## config.mk

```make
export PLATFORM = sky130hd
export DESIGN_NAME = writeback_arbiter
export DESIGN_NICKNAME = d
export VERILOG_FILES = /design/src/rtl/writeback_arbiter_pkg.sv /design/src/rtl/writeback_arbiter_fifo.sv /design/src/rtl/writeback_arbiter.sv
export SDC_FILE = /design/constraint.sdc
export NUM_CORES = 1
export LEC_CHECK = 0
export CORE_ASPECT_RATIO = 1.1
export CORE_MARGIN = 4
export CORE_UTILIZATION = 38
export DETAILED_ROUTE_END_ITERATION = 12
export PLACE_DENSITY = 0.88
export SLEW_MARGIN = 25
export SYNTH_ARGS = -nofsm -noshare
export SYNTH_HDL_FRONTEND = slang
export SYNTH_HIERARCHICAL = 1
export SYNTH_SLANG_ARGS = --single-unit
```

## constraint.sdc

```tcl
create_clock -name clk -period 2.9 [get_ports clk]
set_input_delay 0.725 -clock clk [delete_from_list [all_inputs] [get_ports clk]]
set_output_delay 0.725 -clock clk [all_outputs]
set_load 0.1 [all_outputs]
```

## src/rtl/writeback_arbiter_pkg.sv

```systemverilog
// Shared encodings and types for the writeback arbiter: enable levels,
// write-source select codes and the buffered LSU result record.
package writeback_arbiter_pkg;

  localparam logic ENABLE  = 1'b1;
  localparam logic DISABLE = 1'b0;

  localparam int RD_W    = 5;
  localparam int DATA_W  = 32;
  localparam int ENTRY_W = RD_W + DATA_W;

  localparam logic [1:0] WB_SRC_NONE = 2'd0;
  localparam logic [1:0] WB_SRC_ALU  = 2'd1;
  localparam logic [1:0] WB_SRC_LSU  = 2'd2;

  typedef struct packed {
    logic [RD_W-1:0]   rd;
    logic [DATA_W-1:0] data;
  } wb_entry_t;

endpackage

```

## src/rtl/writeback_arbiter_fifo.sv

```systemverilog
// Small circular FIFO holding LSU results (rd + data) awaiting a free write slot.
// Pointers wrap naturally because DEPTH is a power of two.
module wb_fifo #(
  parameter int DEPTH = 2,
  parameter int WIDTH = 37,
  localparam int PTR_W = $clog2(DEPTH),
  localparam int CNT_W = $clog2(DEPTH + 1)
) (
  input  logic             clk,
  input  logic             rst_n,
  input  logic             push,
  input  logic [WIDTH-1:0] din,
  input  logic             pop,
  output logic [WIDTH-1:0] head,
  output logic [CNT_W-1:0] count,
  output logic             full,
  output logic             empty
);

  logic [WIDTH-1:0] mem [DEPTH];
  logic [PTR_W-1:0] wr_ptr_reg;
  logic [PTR_W-1:0] rd_ptr_reg;
  logic [CNT_W-1:0] count_reg;
  logic             do_push;
  logic             do_pop;

  assign full    = (count_reg == CNT_W'(DEPTH));
  assign empty   = (count_reg == '0);
  assign do_push = push && !full;
  assign do_pop  = pop && !empty;
  assign head    = mem[rd_ptr_reg];
  assign count   = count_reg;

  always_ff @(posedge clk) begin
    if (do_push) mem[wr_ptr_reg] <= din;
  end

  always_ff @(posedge clk or negedge rst_n) begin
    if (!rst_n) begin
      wr_ptr_reg <= '0;
      rd_ptr_reg <= '0;
      count_reg  <= '0;
    end else begin
      if (do_push) wr_ptr_reg <= wr_ptr_reg + 1'b1;
      if (do_pop)  rd_ptr_reg <= rd_ptr_reg + 1'b1;
      case ({do_push, do_pop})
        2'b10:   count_reg <= count_reg + 1'b1;
        2'b01:   count_reg <= count_reg - 1'b1;
        default: count_reg <= count_reg;
      endcase
    end
  end

endmodule

```

## src/rtl/writeback_arbiter.sv

```systemverilog
// Merges ALU and buffered LSU results onto the single register-file write port,
// with a starvation guard for the LSU stream and a bypass onto decode read data.
module writeback_arbiter
  import writeback_arbiter_pkg::*;
#(
  parameter int DEPTH      = 2,
  parameter int STARVE_MAX = 4
) (
  input  logic        clk,
  input  logic        rst_n,
  input  logic        alu_valid,
  output logic        alu_ready,
  input  logic [4:0]  alu_rd,
  input  logic [31:0] alu_data,
  input  logic        lsu_valid,
  output logic        lsu_ready,
  input  logic [4:0]  lsu_rd,
  input  logic [31:0] lsu_data,
  output logic        reg_we,
  output logic [4:0]  w_addr,
  output logic [31:0] w_data,
  input  logic [4:0]  rs1_addr,
  input  logic [4:0]  rs2_addr,
  input  logic [31:0] rs1_raw,
  input  logic [31:0] rs2_raw,
  output logic [31:0] rs1_data,
  output logic [31:0] rs2_data
);

  localparam int CNT_W = $clog2(DEPTH + 1);
  localparam int SW    = $clog2(STARVE_MAX + 1);

  wb_entry_t        fifo_head;
  wb_entry_t        lsu_entry;
  logic [CNT_W-1:0] fifo_count;
  logic             fifo_full;
  logic             fifo_empty;
  logic             fifo_push;
  logic             fifo_pop;
  logic             drain;
  logic             alu_write;
  logic [1:0]       sel;
  logic [SW-1:0]    starve_cnt_reg;
  logic [SW-1:0]    starve_cnt_next;
  logic             reg_we_reg;
  logic [4:0]       w_addr_reg;
  logic [31:0]      w_data_reg;

  assign lsu_entry = '{rd: lsu_rd, data: lsu_data};
  assign lsu_ready = (fifo_count < CNT_W'(DEPTH));
  // rd=0 results are acknowledged but never buffered.
  assign fifo_push = lsu_valid && !fifo_full && (lsu_rd != 5'd0);

  wb_fifo #(
    .DEPTH (DEPTH),
    .WIDTH (ENTRY_W)
  ) u_fifo (
    .clk   (clk),
    .rst_n (rst_n),
    .push  (fifo_push),
    .din   (lsu_entry),
    .pop   (fifo_pop),
    .head  (fifo_head),
    .count (fifo_count),
    .full  (fifo_full),
    .empty (fifo_empty)
  );

  assign drain     = !fifo_empty && (starve_cnt_reg == SW'(STARVE_MAX));
  assign alu_ready = !drain;
  assign alu_write = !drain && alu_valid && (alu_rd != 5'd0);
  assign fifo_pop  = !fifo_empty && !alu_write;

  always_comb begin
    sel = WB_SRC_NONE;
    if (alu_write)        sel = WB_SRC_ALU;
    else if (!fifo_empty) sel = WB_SRC_LSU;
  end

  always_comb begin
    starve_cnt_next = starve_cnt_reg;
    if (fifo_empty || fifo_pop)               starve_cnt_next = '0;
    else if (starve_cnt_reg != SW'(STARVE_MAX)) starve_cnt_next = starve_cnt_reg + 1'b1;
  end

  always_ff @(posedge clk or negedge rst_n) begin
    if (!rst_n) begin
      starve_cnt_reg <= '0;
      reg_we_reg     <= DISABLE;
      w_addr_reg     <= '0;
      w_data_reg     <= '0;
    end else begin
      starve_cnt_reg <= starve_cnt_next;
      reg_we_reg     <= (sel != WB_SRC_NONE) ? ENABLE : DISABLE;
      if (sel == WB_SRC_ALU) begin
        w_addr_reg <= alu_rd;
        w_data_reg <= alu_data;
      end else if (sel == WB_SRC_LSU) begin
        w_addr_reg <= fifo_head.rd;
        w_data_reg <= fifo_head.data;
      end
    end
  end

  assign reg_we = reg_we_reg;
  assign w_addr = w_addr_reg;
  assign w_data = w_data_reg;

  assign rs1_data = (reg_we_reg && (w_addr_reg == rs1_addr) && (rs1_addr != 5'd0)) ? w_data_reg : rs1_raw;
  assign rs2_data = (reg_we_reg && (w_addr_reg == rs2_addr) && (rs2_addr != 5'd0)) ? w_data_reg : rs2_raw;

endmodule
```

==> results.sh, run 1 <==
export IMPL_clkTransAtPathRegs_ns=0.05
export IMPL_hold_viol=0
export IMPL_arrival_ns=2.40
export IMPL_violations="setup timing"
export IMPL_cts_hold_buf=0
export IMPL_layout_setup_ws_ns=-0.221
export IMPL_chipWidth_um=126
export IMPL_cp_cell_sequence="buf_6 -> xnor2_2 -> nand3_2 -> a211oi_4 -> buf_6 -> buf_12 -> buf_12 -> mux2_4 -> buf_12"
export IMPL_fp_dieH_um=137
export IMPL_netlist_area_um2=5780
export IMPL_ys_seq_area_frac=0.579
export IMPL_period_needed_ns=3.12
export IMPL_setup_viol=64
export IMPL_firstDrtPassIters=4
export IMPL_fin_skew_ns=0.00934
export IMPL_ir_drop_mv=0.514
export IMPL_place_ws_ns=-0.480
export IMPL_cpMaxStageDelayCell="dfrtp_2"
export IMPL_crit_path_frequent_cell="buf_12"
export IMPL_grt_pass1_wl_mm=28.1
export IMPL_yosys_warnings=6
export IMPL_fmax_ghz=0.320
export IMPL_wirelength_mm=19.0
export IMPL_comb_power_share=0.526
export IMPL_final_common_cell="clkdlybuf4s50_1"
export IMPL_power_density_nw_per_um2=943
export IMPL_crit_family="buffers and inverters"
export IMPL_crit_required_ns=2.17
export IMPL_layout_common_cells="140 x clkdlybuf4s50_1, 84 x mux2_4, 75 x buf_12"
export IMPL_rrSetupSlack_ns=0.68
export IMPL_area_growth_pct=80.9
export IMPL_track_usage=0.211
export IMPL_maxCapViolCount=0
export IMPL_via_count=4616
export IMPL_yosys_area_top_type="edfxtp_1"
export IMPL_core_area_um2=15000
export IMPL_rsz0062_at_grt="yes"
export IMPL_worstMarginPinSlew_ns=0.765
export IMPL_syn_area_per_cell_um2=14.2
export IMPL_rows=47
export IMPL_cts_root_buf="clkbuf_16"
export IMPL_antenna_cells=0
export IMPL_synth_distinct_cells=32
export IMPL_grt_ovfl_total=0
export IMPL_vias_per_cell=5.09
export IMPL_drtIter0Drc=233
export IMPL_cp_end_kind="primary output"
export IMPL_drive_above_1_share=0.435
export IMPL_clk_latency_ns=0.40
export IMPL_numCtsBuffers=17
export IMPL_clock_path_buffers=2
export IMPL_layout_nets=853
export IMPL_wl_per_cell_um=20.9
export IMPL_cp_buffers_inverters=5
export IMPL_p_sw_mw=4.39
export IMPL_largest_reg_flops=74
export IMPL_worstHoldPathType="input port to asynchronous set/reset pin"
export IMPL_timing_slew_headroom=0.490
export IMPL_ys_ff_latch=119
export IMPL_hold_ws_ns=0.349
export IMPL_io_pin_count=256
export IMPL_status="finished, violations left"
export IMPL_ys_top_cells_by_area="edfxtp_1 38%, dfrtp_1 19%, mux2_2 15%, mux2i_1 6.4%, mux2_4 5.2%"
export IMPL_die_area_um2=17200
export IMPL_p_clk_frac=0.197
export IMPL_hpwl_mm=12.6
export IMPL_gp_congestion=0.887
export IMPL_slowest_delay_ns=0.45
export IMPL_start_util=0.385
export IMPL_portBuffers=255
export IMPL_yosysTopAreaCellShare=0.385
export IMPL_fin_cells=907
export IMPL_htree_levels=4
export IMPL_critical_path_class="flip-flop to primary output"
export IMPL_grt_pass1_vias=5118
export IMPL_final_util=0.697
export IMPL_place_inst=854
export IMPL_internal_power_mw=5.47
export IMPL_ant_nets=0
export IMPL_fin_setup_tns_ns=-11.60
export IMPL_p_leak_nw=4.24
export IMPL_drc=0
export IMPL_synth_cells=406
export IMPL_synth_nets=561
export IMPL_period_share=1.08
export IMPL_finalMaxSlewViolations=0
export IMPL_swShare=0.445
export IMPL_worstSetupStartpointType="flip-flop"
export IMPL_cts_sinks=119
export IMPL_antenna_found_initial=0
export IMPL_grt_max_degree=46
export IMPL_pwr_share_seq=0.277
export IMPL_critPathMaxFanout=7
export IMPL_cts_tree="done"
cells by family (layout without fill, tap and decap cells):
logic type,Yosys count,after routing,synth area share
AND/OR/NAND/NOR,62,62,0.0472
AO/OA/AOI/OAI,44,44,0.0442
adder cells (fa/ha/maj),3,3,0.00650
flip-flops,119,119,0.579
XOR/XNOR,14,14,0.0212
buffers and inverters,26,331,0.0275
multiplexers,138,138,0.274
power groups by stage:
stage / sequential (mW) / combinational (mW) / clock (mW)
2_1_floorplan: 3.86 / 2.25 / 0
3_3_place_gp: 2.69 / 4.77 / 0
3_5_place_dp: 2.73 / 4.89 / 0
6_report: 2.73 / 5.19 / 1.94
4_1_cts: 2.72 / 5.12 / 1.98
5_1_grt: 2.80 / 5.37 / 2.07
worst reg2reg max path: stages, from the launching register on:
cell and delay [ns]:
dfrtp_1 0.44, nand2b_1 0.19, inv_1 0.06, nor3b_1 0.26, nand2_1 0.16, nor2_4 0.55
buf_16 0.24
area by class of cell:
| cell class | instances | area (um2) |
|---|---|---|
| Multi-Input combinational cell | 261 | 2640 |
| Inverter | 4 | 15.0 |
| Clock inverter | 10 | 108 |
| Tap cell | 196 | 245 |
| Clock buffer | 22 | 444 |
| Sequential cell | 119 | 3360 |
| Fill cell | 954 | 4540 |
| Timing Repair Buffer | 295 | 3650 |
worst paths after layout:
| check | startpoint | to | cells past startpoint |
|---|---|---|---|
| min | rst_n | w_data[29] | 1 |
| min in group clk | starve_cnt_reg[0] | starve_cnt_reg[0] | 1 |
| max reg2reg | u_fifo/count[0] | u_fifo/mem[0][9] | 6 |
| min reg2reg | starve_cnt_reg[0] | starve_cnt_reg[0] | 1 |
| max in group asynchronous | rst_n | w_addr[4] | 1 |
| max | w_addr[1] | rs1_data[29] | 9 |
through the flow:
stage               area, um2  power [mW]
floorplan                5790        6.11
global placement         9240        7.46
detailed placement       9270        7.62
CTS                     10300        9.82
global route            10500        10.2
finish                  10500        9.86
layer usage:
metal,vias to the layer above,routed length (um),global-route usage
met1,2328,7390,0.237
met3,26,848,0.0566
met2,171,10300,0.390
met5,-,0,0
li1,2091,-,-
met4,0,425,0.0693
Yosys cell counts, drive strengths merged:
library cell  number
nor3               2
inv                4
mux2             101
buf               20
mux2i             37
nor2b              1
nor3b              2
nand2b             1
nand2              8
o211ai             1
or4                2
ha                 3
clkbuf             2
o21ai              5
xnor2             12
nor2              40
a211oi             2
nand3              4
o41ai              2
nand3b             1
edfxtp            74
o211a              1
dfrtp             45
xor2               2
a21oi             33
and3               1
what timing repair did:
| action | 4_1_cts | 5_1_grt |
|---|---|---|
| pin swaps | 12 | 5 |
| resized for setup | 100 | 35 |
| setup buffers | 13 | 5 |
| gates cloned | 6 | 1 |
| setup endpoints to repair | 64 | 64 |
| hold endpoints to repair | 0 | 0 |
Note: power is estimated with default switching activity, not from simulation.
==> run 2, diff against run 1 <==
--- a/config.mk
+++ b/config.mk
@@ -7,9 +7,10 @@
 export LEC_CHECK = 0
 export CORE_ASPECT_RATIO = 1.1
 export CORE_MARGIN = 4
-export CORE_UTILIZATION = 38
+export CORE_UTILIZATION = 39
+export CTS_BUF_LIST = sky130_fd_sc_hd__clkbuf_8
 export DETAILED_ROUTE_END_ITERATION = 12
-export PLACE_DENSITY = 0.88
+export PLACE_DENSITY = 0.89
 export SLEW_MARGIN = 25
 export SYNTH_ARGS = -nofsm -noshare
 export SYNTH_HDL_FRONTEND = slang
==> results.sh, run 2 (same netlist as run 1, synthesis figures left out) <==
export IMPL_status="finished, violations left"
export IMPL_violations="setup timing"
export IMPL_rows=46
export IMPL_clkTransAtPathRegs_ns=0.08
export IMPL_p_sw_mw=4.38
export IMPL_place_inst=849
export IMPL_antenna_cells=0
export IMPL_final_common_cell="clkdlybuf4s50_1"
export IMPL_crit_path_frequent_cell="buf_12"
export IMPL_chipWidth_um=124
export IMPL_p_leak_nw=4.15
export IMPL_clk_latency_ns=0.43
export IMPL_period_needed_ns=3.10
export IMPL_worstRegToRegCells=7
export IMPL_crit_path_start="rs1_addr[1]"
export IMPL_grt_ovfl_total=0
export IMPL_htree_levels=4
export IMPL_via_count=4568
export IMPL_setup_viol=64
export IMPL_drive_above_1_share=0.425
export IMPL_worstSetupStartpointType="input port"
export IMPL_cts_sinks=119
export IMPL_critical_path_class="input port to primary output"
export IMPL_wl_per_cell_um=21.6
export IMPL_arrival_ns=2.38
export IMPL_worstHoldPathType="input port to asynchronous set/reset pin"
export IMPL_layout_nets=845
export IMPL_gr_usage_met2=0.425
export IMPL_slowest_delay_ns=0.32
export IMPL_grt_busiest_layer="met2"
export IMPL_p_clk_frac=0.182
export IMPL_worstMarginPinSlew_ns=0.769
export IMPL_cpMaxStageDelayCell="mux2_4"
export IMPL_fin_cells=895
export IMPL_numCtsBuffers=17
export IMPL_hold_ws_ns=0.357
export IMPL_met3_usage=0.0556
export IMPL_grtUsageMet1=0.264
export IMPL_maxCapViolCount=0
export IMPL_drtIter0Drc=234
export IMPL_rsz0062_at_grt="yes"
export IMPL_start_util=0.400
export IMPL_cts_tree="done"
export IMPL_grt_pass1_wl_mm=29.4
export IMPL_finalMaxSlewViolations=0
export IMPL_ant_nets=0
export IMPL_comb_power_share=0.532
export IMPL_track_usage=0.235
export IMPL_drc=0
export IMPL_hold_viol=0
export IMPL_internal_power_mw=5.21
export IMPL_power_density_nw_per_um2=935
export IMPL_pwr_share_seq=0.286
export IMPL_largest_reg_flops=74
export IMPL_worstReg2RegStart="u_fifo/count[0]"
export IMPL_gp_congestion=0.836
export IMPL_swShare=0.456
export IMPL_antenna_found_initial=0
export IMPL_crit_family="buffers and inverters"
export IMPL_ir_drop_mv=0.532
export IMPL_portBuffers=255
export IMPL_firstDrtPassIters=8
export IMPL_cp_buffers_inverters=5
export IMPL_timing_slew_headroom=0.487
export IMPL_hpwl_mm=12.7
export IMPL_wirelength_mm=19.3
export IMPL_postPlaceCellArea_um2=9230
export IMPL_period_share=1.07
export IMPL_fin_skew_ns=0.0152
export IMPL_cts_root_buf="clkbuf_8"
export IMPL_die_area_um2=16800
export IMPL_crit_required_ns=2.17
export IMPL_fp_dieH_um=136
export IMPL_clock_path_buffers=2
export IMPL_vias_per_cell=5.10
export IMPL_cp_end_kind="primary output"
export IMPL_fmax_ghz=0.322
export IMPL_grt_max_degree=44
export IMPL_worstReg2RegEnd="u_fifo/count[1]"
export IMPL_io_pin_count=256
export IMPL_critPathMaxFanout=6
export IMPL_postLayoutCellArea_um2=10300
export IMPL_grt_pass1_vias=5233
export IMPL_area_growth_pct=77.7
export IMPL_layout_setup_ws_ns=-0.205
export IMPL_rrSetupSlack_ns=0.66
export IMPL_core_area_um2=14400
export IMPL_cp_cell_sequence="dlygate4sd2_1 -> xnor2_1 -> nand3_1 -> a211oi_4 -> buf_6 -> buf_12 -> buf_16 -> mux2_4 -> buf_12"
export IMPL_layout_common_cells="140 x clkdlybuf4s50_1, 84 x mux2_4, 76 x buf_12"
==> run 2: per-stage QoR <==
step	TNS (ns)	util	total power [mW]	worst slack [ns]
detailed placement	-28.84	0.639	7.61	-0.498
floorplan	-0.132	-	6.11	-0.132
CTS	-9.77	0.716	9.66	-0.201
global route	-16.14	0.711	9.96	-0.285
global placement	-30.95	0.637	7.43	-0.430
finish	-9.14	0.711	9.59	-0.205
==> run 2: cell type report <==
class | instances | area, um2
tap | 192 | 240
inverter | 4 | 15.0
multi-input combinational | 261 | 2640
sequential | 119 | 3360
clock buffer | 18 | 248
fill | 907 | 4180
clock inverter | 14 | 220
timing repair buffer | 287 | 3550
==> run 2: metal layers <==
layer	vias up	part of all wire	wire (um)
met5	-	0	0
met4	0	0.030	580
met3	39	0.057	1110
met2	196	0.55	10700
met1	2257	0.36	7000
li1	2076	-	-
==> run 2: worst max path at each step <==
stage                        end  slack, ns  cells past startpoint
floorplan            rs1_data[2]      -0.13                      4
CTS                 rs1_data[22]      -0.20                      7
detailed placement  rs2_data[31]      -0.50                      7
finish              rs1_data[16]      -0.20                      9
global route        rs2_data[25]      -0.28                      7
global placement    rs2_data[11]      -0.43                      7
==> run 2: timing repair <==
action	CTS	global route
gates resized for setup	120	2
gates cloned	6	0
setup endpoints to repair	64	64
hold buffers	0	0
setup buffers	11	0
pin swaps	16	5
==> run 2: power groups by stage <==
| stage | Sequential [mW] | Clock, mW | Combinational [mW] |
|---|---|---|---|
| after floorplan | 3.86 | 0 | 2.25 |
| after global placement | 2.70 | 0 | 4.73 |
| after detailed placement | 2.75 | 0 | 4.87 |
| after CTS | 2.74 | 1.78 | 5.14 |
| after global routing | 2.80 | 1.86 | 5.30 |
| final | 2.74 | 1.75 | 5.11 |
==> run 2: worst register-to-register path, delay by kind of cell, from the launching register on <==
kind	cells	cell delay [ns]
buf+inv	1	0.61
simple gates	4	0.58
flops	1	0.46
fa+ha+maj	1	0.36
xor+xnor	1	0.16
==> RTL change: new RTL, flow settings as in run 1 <==
The parameter `STARVE_MAX` goes from 4 to 2.
--- a/src/rtl/writeback_arbiter.sv
+++ b/src/rtl/writeback_arbiter.sv
@@ -4,7 +4,7 @@
   import writeback_arbiter_pkg::*;
 #(
   parameter int DEPTH      = 2,
-  parameter int STARVE_MAX = 4
+  parameter int STARVE_MAX = 2
 ) (
   input  logic        clk,
   input  logic        rst_n,
Check against the original RTL: not equivalent (Yosys sat finds a counterexample within 4 cycles, from zero or initial values and one cycle with rst_n low).
==> RTL change against run 1 <==
The flow still finishes with violations (negative setup slack); synthesized area is 0.67% higher; cell count decreased by 0.99%; sequential cell count is 1 lower; synthesized cell count down 1.2%; worst setup slack got worse by 0.011 ns; wire length grew 1.5%; global-route usage up 0.63 points; fmax down 0.34%; via count down 2.3%; design area increased by 0.48%; power rose by 16%; largest cell class unchanged; largest power group unchanged.
==> RTL change: results <==
{
  "status": "finished with violations",
  "violations": "negative setup slack",
  "grt_pass1_vias": 5120,
  "ys_top_cells_by_area": "edfxtp_1 (38%), dfrtp_1 (19%), mux2_2 (16%)",
  "viasPerCell": 5.02,
  "cts_resized": 106,
  "grt_max_degree": 43,
  "ctsHtreeMaxLevel": 4,
  "gp_congestion": 0.929,
  "diodes": 0,
  "syn_nets": 555,
  "gr-usage-met1_pct": 24.2,
  "drt_pass1_iterations": 4,
  "layout-drive-gt1-share_pct": 45.3,
  "cellLeakagePower_nw": 4.25,
  "power.share.clock_pct": 21.5,
  "detail_route.iter0.violations": 178,
  "nets": 843,
  "critical_path.top_delay_family": "buffers and inverters",
  "synth-edff-count": 74,
  "crit_arrival_ns": 2.41,
  "track_usage_pct": 21.7,
  "grtUsageMet2_pct": 39.0,
  "synthAdderAreaFrac_pct": 0.430,
  "seq_power_mw": 2.87,
  "ys_seq_area_share_pct": 57.1,
  "worst_slack_ns": -0.231,
  "synthArstFlopShare_pct": 37.3,
  "placed_cell_area_sq_um": 9230,
  "port_buffers": 255,
  "cpMaxStageDelayCell": "dfrtp_2",
  "muxShareOfSynthArea_pct": 27.2,
  "fillCellCount": 986,
  "synth_flop_cell": "edfxtp_1",
  "p_int_mw": 6.26,
  "r2r_start": "u_fifo/count[0]$_DFFE_PN0P_",
  "fin_skew_ns": 0.00610,
  "clkLatencyLatePin_ns": 0.40,
  "hold_path_class": "in2async",
  "grtUsageMet3_pct": 6.67,
  "grt_pass1_wl_um": 28700,
  "post_cts.repair.setup_buffers": 12,
  "antenna_found_initial": 1,
  "hpwl_um": 12400,
  "ir_worst_vdd_mv": 0.767,
  "setup_violations": 64,
  "critPathMaxFanout": 8,
  "cts_buffers": 17,
  "finalSetupTns_ns": -9.50,
  "synth-compound-area-share_pct": 5.10,
  "worst_slew_pin_slew_ns": 0.726,
  "synthDistinctLibCells": 33,
  "synth-xor-area-share_pct": 1.96,
  "ys_warn_count": 6,
  "routed_wirelength_um": 19300,
  "critical_path.startpoint": "w_addr[2]$_DFFE_PN0P_",
  "max-clock-path-buffers": 2,
  "cpPeakStageDelay_ns": 0.47,
  "largest_register_ffs": 74,
  "synth_common_cells": "mux2_2 (81), edfxtp_1 (74), dfrtp_1 (44), nor2_1 (40), mux2i_1 (37)"
}
==> RTL change: cell count changes after synthesis, moves of 4 or more <==
| cell | before | now |
|---|---|---|
| a21oi_1 | 33 | 22 |
| a21oi_2 | 0 | 11 |
| buf_2 | 7 | 3 |
| buf_4 | 8 | 3 |
| buf_6 | 3 | 10 |
| mux2_1 | 5 | 0 |
| mux2_2 | 76 | 81 |
==> RTL change: per-layer routing <==
metal  wire length [um]  part of all wire, %
met1               7220                   37
met2              10200                   53
met3               1270                  6.6
met4                573                  3.0
met5                 13                0.067
==> RTL change: final timing paths <==
kind / end / slack [ns] / cells past startpoint
worst max-delay path: rs1_data[9] / -0.23 / 7
worst max register to register: u_fifo/count[1]$_DFFE_PN0P_ / 0.70 / 7
worst min register to register: starve_cnt_reg[0]$_DFFE_PN0P_ / 0.45 / 1
min in group clk: starve_cnt_reg[0]$_DFFE_PN0P_ / 0.45 / 1
worst min-delay path: w_data[3]$_DFFE_PN0P_ / 0.29 / 1
max in group asynchronous: w_addr[1]$_DFFE_PN0P_ / 1.82 / 2
==> RTL change: area by class of cell <==
cell class,instances,area (sq um),area share [%]
sequential,118,3330,31.7
clock inverter,12,245,2.33
tap,196,245,2.33
timing repair buffer,291,3560,33.9
clock buffer,20,457,4.35
inverter,3,11.3,0.107
multi-input combinational,258,2660,25.3
==> RTL change: through the flow <==
step	power, mW	setup WS (ns)	std cells	hold slack [ns]
after floorplan	6.93	0.0488	401	0.411
after global placement	8.47	-0.456	846	0.422
after detailed placement	8.65	-0.533	847	0.440
after CTS	11.5	-0.186	897	0.296
after global routing	11.9	-0.281	898	0.300
final	11.5	-0.231	898	0.290
